$ cat src/rtl/mem_arb_pkg.sv
// Purpose : shared types and constants for the unified-memory arbiter.
// Latency : n/a (declarations only).
// Backpr. : n/a.
// Contents: owner encoding, default latency/starvation constants, tag entry type.
package mem_arb_pkg;

   // Requester identity carried alongside each in-flight read.
   localparam logic OWN_IF = 1'b0;
   localparam logic OWN_D  = 1'b1;

   // Defaults for the arbiter parameters.
   localparam int MEM_LATENCY_DEF  = 1;
   localparam int STARVE_LIMIT_DEF = 3;

   // One entry of the read-return tag pipeline.
   typedef struct packed {
      logic vld;
      logic owner;
   } tag_t;

endpackage

$ cat src/rtl/mem_arbiter_if.sv
// Purpose : bundles the fetch, data and memory-port signals of the arbiter.
// Latency : n/a (wiring only).
// Backpr. : requesters hold req and fields until their gnt is seen.
// Modports: slave  = arbiter side (takes requests, drives grants and the memory port)
//           master = requester/memory side (drives requests and mem_rdata).
interface mem_arbiter_if #(
   parameter int ADDR_W = 32,
   parameter int DATA_W = 32
);
   // Instruction-fetch requester
   logic              if_req;
   logic [ADDR_W-1:0] if_addr;
   logic              if_gnt;
   logic              if_rvalid;
   logic [DATA_W-1:0] if_rdata;
   // Data (MEM stage) requester
   logic              d_req;
   logic              d_we;
   logic [ADDR_W-1:0] d_addr;
   logic [DATA_W-1:0] d_wdata;
   logic              d_gnt;
   logic              d_rvalid;
   logic [DATA_W-1:0] d_rdata;
   // Memory port
   logic              mem_en;
   logic              mem_we;
   logic [ADDR_W-1:0] mem_addr;
   logic [DATA_W-1:0] mem_wdata;
   logic [DATA_W-1:0] mem_rdata;

   modport slave (
      input  if_req, if_addr, d_req, d_we, d_addr, d_wdata, mem_rdata,
      output if_gnt, if_rvalid, if_rdata, d_gnt, d_rvalid, d_rdata,
             mem_en, mem_we, mem_addr, mem_wdata
   );

   modport master (
      output if_req, if_addr, d_req, d_we, d_addr, d_wdata, mem_rdata,
      input  if_gnt, if_rvalid, if_rdata, d_gnt, d_rvalid, d_rdata,
             mem_en, mem_we, mem_addr, mem_wdata
   );
endinterface

$ cat src/rtl/arb_tag_pipe.sv
// Purpose : {valid, owner} shift register that follows each issued read to its return cycle.
// Latency : DEPTH cycles from tag_i to tag_o.
// Backpr. : none; shifts every cycle, clr_i empties every stage synchronously.
// Ports   : clk, clr_i (sync clear), tag_i (stage 0 load), tag_o (last stage).
module arb_tag_pipe
   import mem_arb_pkg::*;
#(
   parameter int DEPTH = MEM_LATENCY_DEF
) (
   input  logic clk,
   input  logic clr_i,
   input  tag_t tag_i,
   output tag_t tag_o
);

   tag_t [DEPTH-1:0] pipe_q;
   tag_t [DEPTH-1:0] pipe_d;

   always_comb begin
      pipe_d    = pipe_q;
      pipe_d[0] = tag_i;
      for (int i = 1; i < DEPTH; i++) begin
         pipe_d[i] = pipe_q[i-1];
      end
   end

   always_ff @(posedge clk) begin
      if (clr_i) begin
         pipe_q <= '0;
      end else begin
         pipe_q <= pipe_d;
      end
   end

   assign tag_o = pipe_q[DEPTH-1];

endmodule

$ cat src/rtl/mem_arbiter.sv
// Purpose : shares one single-port memory between instruction fetch (IF) and data access (D).
// Latency : grant in the request cycle; read data returns MEM_LATENCY cycles after grant.
// Backpr. : a denied requester holds its request; D wins unless IF has waited STARVE_LIMIT cycles.
// Ports   : clk, reset (sync, active-high), bus (mem_arbiter_if.slave: requests, grants,
//           read returns per requester, and the memory port).
module mem_arbiter
   import mem_arb_pkg::*;
#(
   parameter int ADDR_W       = 32,
   parameter int DATA_W       = 32,
   parameter int MEM_LATENCY  = MEM_LATENCY_DEF,
   parameter int STARVE_LIMIT = STARVE_LIMIT_DEF
) (
   input  logic          clk,
   input  logic          reset,
   mem_arbiter_if.slave  bus
);

   localparam logic [2:0] LIMIT = 3'(STARVE_LIMIT);

   logic       if_req_ok;
   logic       d_req_ok;
   logic       force_if;
   logic       if_gnt;
   logic       d_gnt;
   logic       mem_en;
   logic       mem_we;
   logic [2:0] starve_q;
   logic [2:0] starve_d;
   tag_t       tag_in;
   tag_t       tag_out;

   // Requests are ignored while reset is held so every grant reads as 0.
   assign if_req_ok = bus.if_req & ~reset;
   assign d_req_ok  = bus.d_req  & ~reset;

   // D normally wins; a fetch that has been denied STARVE_LIMIT cycles in a row wins instead.
   assign force_if = if_req_ok & d_req_ok & (starve_q == LIMIT);
   assign if_gnt   = if_req_ok & (~d_req_ok | force_if);
   assign d_gnt    = d_req_ok & ~force_if;

   assign mem_en = if_gnt | d_gnt;
   assign mem_we = d_gnt & bus.d_we;

   assign bus.if_gnt    = if_gnt;
   assign bus.d_gnt     = d_gnt;
   assign bus.mem_en    = mem_en;
   assign bus.mem_we    = mem_we;
   assign bus.mem_addr  = d_gnt  ? bus.d_addr :
                          if_gnt ? bus.if_addr : '0;
   assign bus.mem_wdata = mem_we ? bus.d_wdata : '0;

   // Consecutive-denial counter for fetch, saturating at the limit.
   always_comb begin
      starve_d = '0;
      if (if_req_ok && !if_gnt) begin
         starve_d = (starve_q == LIMIT) ? starve_q : starve_q + 3'd1;
      end
   end

   always_ff @(posedge clk) begin
      if (reset) begin
         starve_q <= '0;
      end else begin
         starve_q <= starve_d;
      end
   end

   // Only reads enter the tag pipe; writes never produce a return.
   assign tag_in.vld   = mem_en & ~mem_we;
   assign tag_in.owner = d_gnt ? OWN_D : OWN_IF;

   arb_tag_pipe #(
      .DEPTH (MEM_LATENCY)
   ) u_tag_pipe (
      .clk   (clk),
      .clr_i (reset),
      .tag_i (tag_in),
      .tag_o (tag_out)
   );

   // Stage contents are still stale in the first reset cycle, so returns are gated as well.
   logic if_rvalid;
   logic d_rvalid;

   assign if_rvalid = tag_out.vld & (tag_out.owner == OWN_IF) & ~reset;
   assign d_rvalid  = tag_out.vld & (tag_out.owner == OWN_D)  & ~reset;

   assign bus.if_rvalid = if_rvalid;
   assign bus.d_rvalid  = d_rvalid;
   assign bus.if_rdata  = if_rvalid ? bus.mem_rdata : '0;
   assign bus.d_rdata   = d_rvalid  ? bus.mem_rdata : '0;

endmodule
$ cat src/flat_wrapper.sv
// flat-port wrapper written by rule: the top's interface ports become plain ports
module mem_arbiter_flat import mem_arb_pkg::*;
#(
   parameter int ADDR_W       = 32,
   parameter int DATA_W       = 32,
   parameter int MEM_LATENCY  = MEM_LATENCY_DEF,
   parameter int STARVE_LIMIT = STARVE_LIMIT_DEF
)
  (clk, reset, bus_if_req, bus_if_addr, bus_d_req, bus_d_we, bus_d_addr, bus_d_wdata, bus_mem_rdata, bus_if_gnt, bus_if_rvalid, bus_if_rdata, bus_d_gnt, bus_d_rvalid, bus_d_rdata, bus_mem_en, bus_mem_we, bus_mem_addr, bus_mem_wdata);
  mem_arbiter_if #(.ADDR_W(ADDR_W), .DATA_W(DATA_W)) bus_i ();
  input  logic clk;
  input  logic reset;
  input wire logic [$bits(bus_i.if_req)-1:0] bus_if_req;
  input wire logic [$bits(bus_i.if_addr)-1:0] bus_if_addr;
  input wire logic [$bits(bus_i.d_req)-1:0] bus_d_req;
  input wire logic [$bits(bus_i.d_we)-1:0] bus_d_we;
  input wire logic [$bits(bus_i.d_addr)-1:0] bus_d_addr;
  input wire logic [$bits(bus_i.d_wdata)-1:0] bus_d_wdata;
  input wire logic [$bits(bus_i.mem_rdata)-1:0] bus_mem_rdata;
  output wire logic [$bits(bus_i.if_gnt)-1:0] bus_if_gnt;
  output wire logic [$bits(bus_i.if_rvalid)-1:0] bus_if_rvalid;
  output wire logic [$bits(bus_i.if_rdata)-1:0] bus_if_rdata;
  output wire logic [$bits(bus_i.d_gnt)-1:0] bus_d_gnt;
  output wire logic [$bits(bus_i.d_rvalid)-1:0] bus_d_rvalid;
  output wire logic [$bits(bus_i.d_rdata)-1:0] bus_d_rdata;
  output wire logic [$bits(bus_i.mem_en)-1:0] bus_mem_en;
  output wire logic [$bits(bus_i.mem_we)-1:0] bus_mem_we;
  output wire logic [$bits(bus_i.mem_addr)-1:0] bus_mem_addr;
  output wire logic [$bits(bus_i.mem_wdata)-1:0] bus_mem_wdata;
  assign bus_i.if_req = bus_if_req;
  assign bus_i.if_addr = bus_if_addr;
  assign bus_i.d_req = bus_d_req;
  assign bus_i.d_we = bus_d_we;
  assign bus_i.d_addr = bus_d_addr;
  assign bus_i.d_wdata = bus_d_wdata;
  assign bus_i.mem_rdata = bus_mem_rdata;
  assign bus_if_gnt = bus_i.if_gnt;
  assign bus_if_rvalid = bus_i.if_rvalid;
  assign bus_if_rdata = bus_i.if_rdata;
  assign bus_d_gnt = bus_i.d_gnt;
  assign bus_d_rvalid = bus_i.d_rvalid;
  assign bus_d_rdata = bus_i.d_rdata;
  assign bus_mem_en = bus_i.mem_en;
  assign bus_mem_we = bus_i.mem_we;
  assign bus_mem_addr = bus_i.mem_addr;
  assign bus_mem_wdata = bus_i.mem_wdata;
  mem_arbiter #(.ADDR_W(ADDR_W), .DATA_W(DATA_W), .MEM_LATENCY(MEM_LATENCY), .STARVE_LIMIT(STARVE_LIMIT)) u_core (.clk(clk), .reset(reset), .bus(bus_i));
endmodule
$ cat config.mk
export PLATFORM = sky130hd
export DESIGN_NAME = mem_arbiter_flat
export DESIGN_NICKNAME = d
export VERILOG_FILES = /design/src/rtl/mem_arb_pkg.sv /design/src/rtl/mem_arbiter_if.sv /design/src/rtl/arb_tag_pipe.sv /design/src/rtl/mem_arbiter.sv /design/src/flat_wrapper.sv
export SDC_FILE = /design/constraint.sdc
export NUM_CORES = 1
export LEC_CHECK = 0
export ABC_AREA = 1
export CAP_MARGIN = 20
export CORE_AREA = 2 2 103 105
export CTS_CLUSTER_SIZE = 16
export DETAILED_ROUTE_END_ITERATION = 7
export DIE_AREA = 0 0 105 107
export PLACE_DENSITY = 0.61
export SYNTH_ARGS = -nofsm -noshare
export SYNTH_HDL_FRONTEND = slang
export SYNTH_SLANG_ARGS = --single-unit
export TNS_END_PERCENT = 10
$ cat constraint.sdc
create_clock -name clk -period 4.1 [get_ports clk]
set_clock_uncertainty 0.1 [all_clocks]
set_input_delay 0.82 -clock clk [delete_from_list [all_inputs] [get_ports clk]]
set_output_delay 0.82 -clock clk [all_outputs]
set_load 0.03 [all_outputs]
After elaboration in Yosys (flattened, before gate mapping)
Index checks and enable logic that the tools add are counted.
{"block": "totals", "latch_bits": 0, "rom_bits": 0, "inputBits": 133, "output_inout_bits": 134, "mem_count": 0, "ramBits": 0, "reg_bits": 5, "wordCells": 34}
{"block": "classes", "eq_ne": 1, "n_mux": 6, "n_mul": 0, "order_cmp": 0, "n_div": 0, "shift": 0, "reduce_logical": 3, "add_sub_neg": 1, "n_bitwise": 20}
{"op": "2-to-1 mux 32 bit", "n": 5}
{"op": "bitwise AND 1 bit", "n": 12}
{"op": "NOT 1 bit", "n": 6}
{"op": "adder 3 x 1 -> 3 bit (second input constant)", "n": 1}
{"op": "equality test 3 x 2 -> 1 bit (second input constant)", "n": 1}
{"op": "OR 1 bit", "n": 2}
{"op": "OR reduction 2 bit", "n": 1}
{"op": "logical AND 1 bit", "n": 1}
{"op": "zero test 1 bit", "n": 1}
{"op": "2-to-1 mux 1 bit", "n": 1}

Depth between registers and ports, before layout
{"block": "logic_depth", "word_depth": 10, "mapped_depth": 8, "mapped_depth_nobuf": 7}

Modules after synthesis
Synthesis repeated with hierarchy kept, for this count alone.
{"block": "unflattened", "hier_cells": 316, "hier_area_um2": 1393.8}
{"mod": "mem_arbiter", "seq_area_each_um2": 60.1, "area_each_um2": 1338.8, "cells_each": 310, "instances": 1}
{"mod": "arb_tag_pipe", "seq_area_each_um2": 40.0, "area_each_um2": 55.1, "cells_each": 6, "instances": 1}

Least setup slack after synthesis
No wires, ideal clock.
{"block": "synth_path", "path_kind": "input-to-output", "from": "input reset", "to": "output bus_mem_addr[23]", "path_buffers": 1, "stages": 6, "path_slack_ps": 1480, "t_arrival_ps": 1700, "path_cell_list": "inv_2 > nand2_1 > nor2_4 > buf_4 > nand2_1 > nand2_1"}
{"item": "from (decl)", "line_no": "flat_wrapper.sv:12", "text": "input logic reset;"}
{"item": "NOT 1 bit *", "line_no": "mem_arbiter.sv:34, mem_arbiter.sv:35"}
{"item": "bitwise AND 1 bit, on equally long branches", "line_no": "mem_arbiter.sv:34, mem_arbiter.sv:35"}
{"item": "bitwise AND 1 bit (2 in series)", "line_no": "mem_arbiter.sv:38", "text": "assign force_if = if_req_ok & d_req_ok & (starve_q == LIMIT);"}
{"item": "NOT 1 bit", "line_no": "mem_arbiter.sv:40", "text": "assign d_gnt = d_req_ok & ~force_if;"}
{"item": "bitwise AND 1 bit *", "line_no": "mem_arbiter.sv:40"}
{"item": "named net bus_d_gnt", "line_no": "flat_wrapper.sv:23", "text": "output wire logic [$bits(bus_i.d_gnt)-1:0] bus_d_gnt;"}
{"item": "2-to-1 mux 32 bit *", "line_no": "mem_arbiter.sv:49", "text": "assign bus.mem_addr = d_gnt ? bus.d_addr :"}
{"item": "to (decl)", "line_no": "flat_wrapper.sv:28", "text": "output wire logic [$bits(bus_i.mem_addr)-1:0] bus_mem_addr;"}
Mark *: on every way through the listed nets, which the timed path passes. The rest lies on a longest branch.

Worst setup path in the final report
{"block": "layout_path", "from": "input reset", "to": "output bus_mem_addr[21]"}
{"block": "layout_via", "elab_chain_cells": 8}
{"item": "NOT 1 bit *", "line_no": "mem_arbiter.sv:34, mem_arbiter.sv:35"}
{"item": "bitwise AND 1 bit, on equally long branches", "line_no": "mem_arbiter.sv:34, mem_arbiter.sv:35"}
{"item": "bitwise AND 1 bit (2 in series)", "line_no": "mem_arbiter.sv:38"}
{"item": "OR 1 bit", "line_no": "mem_arbiter.sv:39", "text": "assign if_gnt = if_req_ok & (~d_req_ok | force_if);"}
{"item": "bitwise AND 1 bit", "line_no": "mem_arbiter.sv:39"}
{"item": "2-to-1 mux 32 bit", "line_no": "mem_arbiter.sv:50", "text": "if_gnt ? bus.if_addr : '0;"}
{"item": "2-to-1 mux 32 bit *", "line_no": "mem_arbiter.sv:49"}
Mark *: on every way between the ends. The rest lies on a longest branch, timed or not.

==> run metrics <==
status completed; Worst Path Required 3.18 ns; post-synthesis cell count 312; Avg Vias per Cell 3.93; reg2reg start u_core.starve_q[0]$_SDFFE_PP0P_; gr usage total 0.141; post-route ant nets 0; cts repair resizes 0; Slew headroom 0.634; FP Rows 37; synthesized netlist net count 447; synthesized area 1380 um2; Worst-path clk slew 0.03 ns; post-synthesis sequential area ratio 0.0727; largest net degree at the start of global routing 34; CP arrival 2.85 ns; vias in the first global route 2652; Worst Tran Pin Value 0.549 ns; Detailed Route Iter0 Violations 95; Starting Density 0.136; Fmax 0.265 GHz; Area growth syn-to-layout 209%; IO Count 267; latest clock arrival within the worst-skew pair 0.22 ns; final setup TNS 0 ns; Final Hold Fails 0; fin crit share 0.919; Avg WL per Cell 12.3 um; pwr dens 131 nW/um2; commonest non-fill, non-tap cell in the layout clkdlybuf4s50_1; max_cap viols 0; Finish-stage setup viols 0; layout cell share with drive strength beyond 1 0.0456; worst hold path type reg2reg; core area 10100 um2; DRC 0; cts hold-fix bufs 0; distinct cell type count after synthesis 17; GPL Wtd Cong 0.838; RSZ-0062 raised after global routing no; most frequent cells in the layout clkdlybuf4s50_1 (256), nor2_1 (102), inv_1 (71); number of detailed-route iterations in the first pass 5; Peak supply drop 0.0901 mV; initial antenna violation count 4; Worst path slowest cell clkdlybuf4s50_1; setup bufs post-CTS 0; DR vias 2782; IO Port Bufs 266; gr ovfl total 0; DRT Wirelength 8710 um; critical path endpoint category output port; TritonCTS Sinks 5; utilization after layout 0.422; die height 107 um; Die Area 11200 um2; Avg Cell Area, Syn 4.41 um2; FF-to-FF setup slack 2.32 ns; CP bufs+invs 4; Hold Crit Start u_core.starve_q[2]$_SDFFE_PP0P_; crit-path max FO 33; clk root buf clkbuf_8; Slew Limit Fails 0; CP top delay family buffers and inverters; Crit path largest cell delay 0.67 ns; CTS buffer count 3; CTS tree built; startpoint class of the critical path input pin; YS warnings 0; Yosys reg bits 5; Chip Width 105 um; htree depth 1; first-pass GRT wire length 12900 um; nets 706; cells along the critical path clkdlybuf4s50_1 -> inv_2 -> nand2_1 -> inv_2 -> nand3_1 -> nand2_1 -> clkdlybuf4s50_1; Worst Setup Path Type in2out; CP Launch Point reset; hpwl dp 7520 um; fin crit period 3.77 ns; Leak 2.06 nW; worst-case clock buffer depth 2
path summary, 6_finish.rpt:
path / endpoint / depth (start not counted)
min: u_core.starve_q[2]$_SDFFE_PP0P_ / 2
min reg2reg: u_core.starve_q[2]$_SDFFE_PP0P_ / 2
max: bus_mem_addr[21] / 7
max reg2reg: u_core.u_tag_pipe.tag_o[1]$_SDFF_PP0_ / 8
cell type report:
cell class                      count  area (um2)
Tap cell                          136         170
Inverter                           74         278
Antenna cell                        2        5.00
Sequential cell                     5         100
Timing Repair Buffer              272        2760
Fill cell                        1102        5830
Multi-Input combinational cell    215         902
Clock buffer                        4        45.0
per-stage QoR:
step	cells	total power [W]	setup slack [ns]	instance area, um2	hold WS (ns)
6_report	708	0.000559	0.331	4260	0.392
5_1_grt	706	0.000591	0.194	4250	0.462
4_1_cts	706	0.000565	0.305	4250	0.395
3_5_place_dp	702	0.000470	0.315	4210	0.387
3_3_place_gp	702	0.000467	0.351	4210	0.380
2_1_floorplan	312	0.000229	1.48	1380	0.369
routing by layer:
| layer | GRT usage | vias to the layer above | routed length (um) |
|---|---|---|---|
| met5 | 0 | - | 19 |
| met4 | 0.0286 | 2 | 162 |
| li1 | - | 1405 | - |
| met1 | 0.133 | 1176 | 3050 |
| met2 | 0.273 | 181 | 4280 |
| met3 | 0.0717 | 18 | 1210 |
report_power, final:
part           leakage [nW]   total, W  internal (W)  switching [W]
Clock                0.0228  0.0000918     0.0000668      0.0000250
Sequential           0.0410  0.0000518     0.0000507     0.00000110
Combinational          2.00   0.000416      0.000216       0.000200
worst min-delay path, cell delays in order (launching register included):
cell	delay, ns
dfxtp_1	0.31
a21oi_1	0.06
nor2_1	0.08
state kept, by name, summed over array words and instances, names as in the netlist:
register,flops
u_core.starve_q,3
u_core.u_tag_pipe.tag_o,2
logic make-up after synthesis:
family / share of synthesized area
adders and majority gates: 0.0182
buffers and inverters: 0.272
DFF: 0.0727
and+or+nand+nor: 0.622
AOI/OAI and AO/OA: 0.00909
xor gates and xnor gates: 0.00636
Yosys cell counts (all sizes together):
| cell type | count | area, um2 |
|---|---|---|
| nor2 | 103 | 394 |
| inv | 74 | 278 |
| nand2 | 71 | 269 |
| nand3 | 35 | 180 |
| buf | 15 | 85.1 |
| dfxtp | 5 | 100 |
| clkbuf | 3 | 11.3 |
| ha | 2 | 25.0 |
| a21oi | 1 | 5.00 |
| nand4 | 1 | 12.5 |
| o21a | 1 | 7.51 |
| xor2 | 1 | 8.76 |
Power figures use the tool's default switching activity.
